<file path="config.mk">
export PLATFORM = sky130hd
export DESIGN_NAME = adder_4bit
export DESIGN_NICKNAME = d
export VERILOG_FILES = /design/src/rtl/adder_pkg.sv /design/src/rtl/adder_4bit_full_adder.sv /design/src/rtl/adder_4bit.sv
export SDC_FILE = /design/constraint.sdc
export NUM_CORES = 1
export LEC_CHECK = 0
export CAP_MARGIN = 20
export CORE_AREA = 3 3 40 42
export CTS_CLUSTER_SIZE = 16
export DETAILED_ROUTE_END_ITERATION = 10
export DIE_AREA = 0 0 43 45
export SETUP_SLACK_MARGIN = 0.5
export SLEW_MARGIN = 40
export SYNTH_ARGS = -nofsm -noshare
export SYNTH_HDL_FRONTEND = slang
export SYNTH_SLANG_ARGS = --single-unit
</file>
<file path="constraint.sdc">
create_clock -name clk -period 3.62 [get_ports clk]
set_input_delay 0.543 -clock clk [delete_from_list [all_inputs] [get_ports clk]]
set_output_delay 0.543 -clock clk [all_outputs]
set_load 0.05 [all_outputs]
</file>
<file path="src/rtl/adder_pkg.sv">
// Shared definitions for the registered ripple-carry adder.
package adder_pkg;

  localparam int ADDER_WIDTH = 4;

  typedef logic [ADDER_WIDTH-1:0] operand_t;

endpackage

</file>
<file path="src/rtl/adder_4bit_full_adder.sv">
// Single-bit full adder: one stage of the ripple-carry chain.
module full_adder (
  input  logic x,
  input  logic y,
  input  logic ci,
  output logic sum,
  output logic co
);

  // Sum is the parity of the three inputs; carry is their majority.
  always_comb begin
    sum = x ^ y ^ ci;
    co  = (x & y) | (x & ci) | (y & ci);
  end

endmodule

</file>
<file path="src/rtl/adder_4bit.sv">
// Registered ripple-carry adder: {cout, s} = a + b + cin, one cycle latency.
// The carry out of the top stage and the carry into it are both kept so
// two's-complement overflow can be taken as their XOR.
module adder_4bit
  import adder_pkg::*;
#(
  parameter int WIDTH = ADDER_WIDTH
) (
  input  logic             clk,
  input  logic             rst,
  input  logic             in_valid,
  input  logic [WIDTH-1:0] a,
  input  logic [WIDTH-1:0] b,
  input  logic             cin,
  output logic [WIDTH-1:0] s,
  output logic             cout,
  output logic             overflow,
  output logic             out_valid
);

  // carry_p0[i] is the carry into stage i; carry_p0[WIDTH] leaves the MSB.
  logic [WIDTH:0]   carry_p0;
  logic [WIDTH-1:0] sum_p0;
  logic             ovf_p0;

  assign carry_p0[0] = cin;

  for (genvar i = 0; i < WIDTH; i++) begin : g_stage
    full_adder u_fa (
      .x   (a[i]),
      .y   (b[i]),
      .ci  (carry_p0[i]),
      .sum (sum_p0[i]),
      .co  (carry_p0[i+1])
    );
  end

  // Overflow: carry into the MSB disagrees with carry out of the MSB.
  always_comb begin
    ovf_p0 = carry_p0[WIDTH-1] ^ carry_p0[WIDTH];
  end

  // ---- stage boundary p0 -> p1: capture result, track valid ----
  always_ff @(posedge clk) begin
    if (rst) begin
      s         <= '0;
      cout      <= 1'b0;
      overflow  <= 1'b0;
      out_valid <= 1'b0;
    end else begin
      out_valid <= in_valid;
      if (in_valid) begin
        s        <= sum_p0;
        cout     <= carry_p0[WIDTH];
        overflow <= ovf_p0;
      end
    end
  end

endmodule

</file>
# After elaboration in Yosys (flattened, before gate mapping)
# Cells that the tools add are included.
# word_totals
regBits	7
output_inout_bits	7
wordCells	33
# op_classes
bitwise	29
# ops
cell	n
AND 1 bit	12
XOR 1 bit	9
bitwise OR 1 bit	8

# Longest topological paths before layout
# depth
ltp_word	13
depth_mapped	9
ltp_nobuf	9

# Modules after synthesis
# A second synthesis with hierarchy kept.
# hier_totals
hier_cells	26
hier_area_um2	331.6
# by_module_without_submodules
mod	n_inst	cells_per_inst	area_per_inst_um2	seq_area_each_um2
adder_4bit	1	22	251.5	140.1
full_adder	4	1	20.0	0.0

# Worst setup path after synthesis
# OpenSTA, ideal clock, no wires.
# synth_path
kind	input port to flip-flop
start	input a[0]
end	register s[3]
setup_ns	0.086
t_arrival_ns	2.243
required_time_ns	3.534
setup_slack_ns	1.292
stages	8
path_buffers	0
path_cell_list	inv_1 > fa_1 > inv_1 > fa_1 > fa_1 > inv_1 > fa_1 > a211oi_1
# synth_between
elab_chain_cells	10
word_cells_on_any_way	13
classes_between	bitwise: 13
# synth_rtl
item	line	source
from (decl)	adder_4bit.sv:12	input logic [WIDTH-1:0] a,
AND 1 bit	adder_4bit_full_adder.sv:13	co = (x & y) | (x & ci) | (y & ci);
bitwise OR 1 bit (*) (2 in a row)	adder_4bit_full_adder.sv:13	
AND 1 bit	adder_4bit_full_adder.sv:13	
bitwise OR 1 bit	adder_4bit_full_adder.sv:13	
bitwise OR 1 bit (*)	adder_4bit_full_adder.sv:13	
AND 1 bit	adder_4bit_full_adder.sv:13	
bitwise OR 1 bit	adder_4bit_full_adder.sv:13	
bitwise OR 1 bit (*)	adder_4bit_full_adder.sv:13	
XOR 1 bit (*)	adder_4bit_full_adder.sv:12	sum = x ^ y ^ ci;
to (signal assigned)	adder_4bit.sv:53	s <= sum_p0;
to (decl)	adder_4bit.sv:15	output logic [WIDTH-1:0] s,
# Mark *: on every way between the ends. The rest lies on a longest branch, timed or not.
# A chain may end at the register's enable or synchronous reset.

# Worst setup path in the final report
# Ends and elaborated chain as after synthesis.

==> impl_metrics.yaml <==
route:
  drtAntennaViolNets: 0
  drt-initial-drc-count: 1
  viasPerCell: 4.014
  wirelength_um: 669
  drc: 0
  dr.pass1.iters: 3
  via_count: 277
  wl_per_cell_um: 9.696
critical_path:
  cp_cell_sequence: "clkdlybuf4s50_1 -> inv_1 -> fa_1 -> inv_1 -> fa_1 -> fa_1 -> inv_1 -> fa_1 -> a211oi_1"
  max_stage_delay_ns: 0.40
  startpoint_type: "input port"
  path_max_fanout: 2
  crit_path_top_delay_cell: "fa_1"
  cpMostUsedCell: "fa_1"
  required_ns: 3.79
  path_class: "in2reg"
  critical_path_arrival_ns: 2.70
  end_kind: "flip-flop"
power_and_ir_drop:
  p_clk_share_pct: 30.3
  ir_worst_vdd_uv: 143.8
  p_switching_mw: 0.07421
  combPwrFrac_pct: 32.4
  power_density_mw_per_mm2: 410.8
  seqPwrFrac_pct: 37.3
  p_total_mw: 0.2344
  p_sw_share_pct: 31.66
  p_int_mw: 0.1602
  p_leak_nw: 0.2521
run:
  cap_violations: 0
floorplan:
  die-area_mm2: 0.001935
  ios: 19
  start_util_pct: 27.75
  fp.dieW_um: 43
  core_mm2: 0.001285
  die_h_um: 45
  rows: 13
cells_and_area:
  final_nets: 71
  utilization_pct: 44.40
  finish.instance_area_um2: 570.5
  drive_gt1_share_pct: 7.407
  diodes: 0
  area_growth_pct: 60.00
  nFillCells: 132
clock_network:
  htreeDepth: 1
  clk_latency_ns: 0.24
  clock_path_buffers: 2
  clkTransAtPathRegs_ns: 0.06
  cts_tree: "built"
  postCtsSetupRepairBufs: 0
  holdBufCountCts: 0
  cts_made_buffers: 3
  cts_resized: 0
  clockRootBuffer: "clkbuf_4"
  cts.sink_count: 7
placed_design:
  place.gp.congestion: 0.6718
  postPlaceCellArea_um2: 544.3
  hpwlAfterDp_um: 560.9
  numPortBuffers: 18
sta:
  min_period_ns: 2.534
  grt_setup_unrepaired: "false"
  fin_tns_setup_ns: 0
  tightestPinTransition_ns: 0.4925
  maxSlewViolCount: 0
  slew_headroom_pct: 67.06
  finClkSkew_ns: 0
  finalCritPeriodShare_pct: 69.99
  hold_viol: 0
  clock.fmax_mhz: 394.7
  setup_violations: 0
synthesis:
  yosysWarningCount: 0
  synth_largest_area_cell: "dfxtp_1"
  synth.avg_cell_area_um2: 10.81
  netlist.area_leader.share_pct: 39.30
  yosys-top-cells-area: "dfxtp_1, fa_1, inv_1, a211oi_1, mux2i_1"
  ys_types: 11
  ys_seq_elements: 7
  synth_seq_area_share_pct: 39.30
  netlist_instances: 33
  syn_area_um2: 356.6
  syn_nets: 49
global_route:
  grt_first_pass_wirelength_um: 1083
  overflow: 0
  grt_start_max_net_pins: 11
  grt_antenna_before_repair: 0
  grt_pass1_vias: 246
  grt_util_all_layers_pct: 8.158
hold_path:
  hold_class: "reg2reg"
outcome:
  status: "complete, no violations"
[area by class of cell]
type | instances | area, um^2 | share of cell area, %
inverter | 7 | 26.28 | 4.605
clock buffer | 4 | 26.28 | 4.605
tap | 15 | 18.77 | 3.289
multi-input combinational | 18 | 178.9 | 31.36
sequential | 7 | 140.1 | 24.56
timing repair buffer | 18 | 180.2 | 31.58
[state kept, by name (all words and copies together), names as in the netlist]
signal	count
cout	1
out_valid	1
overflow	1
s	4
[routing by layer]
layer  vias to the layer above  track usage (%)  part of all wire [%]
li1                        143                -                     -
met1                       124            9.181                    40
met2                        10            11.38                    49
met3                         0            6.375                    11
met4                         0            3.614                     0
met5                         -                0                     0
[per-stage QoR]
stage               cells  hold WS (ns)  setup slack, ns
floorplan              33        0.6111            1.292
global placement       65        0.4639           0.8258
detailed placement     65        0.4786           0.7894
CTS                    69        0.4841            1.061
global route           69        0.5242           0.9264
finish                 69        0.4788            1.086
[power by group through the flow]
stage / Clock, mW / Combinational [mW] / Sequential, mW
global placement: 0 / 0.0769 / 0.0891
finish: 0.0709 / 0.0760 / 0.0875
floorplan: 0 / 0.0224 / 0.114
detailed placement: 0 / 0.0773 / 0.0892
global route: 0.0798 / 0.0819 / 0.0885
CTS: 0.0755 / 0.0774 / 0.0876
[cell usage after synthesis]
master    count
dfxtp_1       7
inv_1         7
nor2_1        5
fa_1          4
a211oi_1      3
mux2i_1       2
a21o_1        1
buf_6         1
nor2b_4       1
nor3b_1       1
xnor2_1       1
[path summary, 6_finish.rpt]
kind | start | endpoint | slack (ns) | depth (start not counted)
min | s[0] | s[0] | 0.48 | 2
min reg2reg | s[0] | s[0] | 0.48 | 2
max | a[0] | s[3] | 1.09 | 9
max reg2reg | overflow | overflow | 2.93 | 2
[kinds of logic (layout without fill, tap and decap cells)]
group	count (synthesis)	after routing	share of synthesized area (%)
AOI/OAI and AO/OA	4	4	8.421
xor gates and xnor gates	1	1	2.457
adders and majority gates	4	4	22.46
buffers and inverters	8	29	10.53
DFF	7	7	39.30
muxes	2	2	5.614
and+or+nand+nor	7	7	11.23
[critical path: cells and delay by family]
family | cells | cell delay, ns
compound gates | 1 | 0.22
fa+ha+maj | 4 | 1.33
buf+inv | 4 | 0.59
[cell usage in the layout (no fill, tap or decap), types with 2 or more instances in the layout]
cell type and count:
inv_1 7, dfxtp_1 7, clkdlybuf4s50_1 18, a211oi_1 3, clkbuf_4 3, fa_1 4, nor2_1 5, mux2i_1 2
Power figures use the tool's default switching activity.
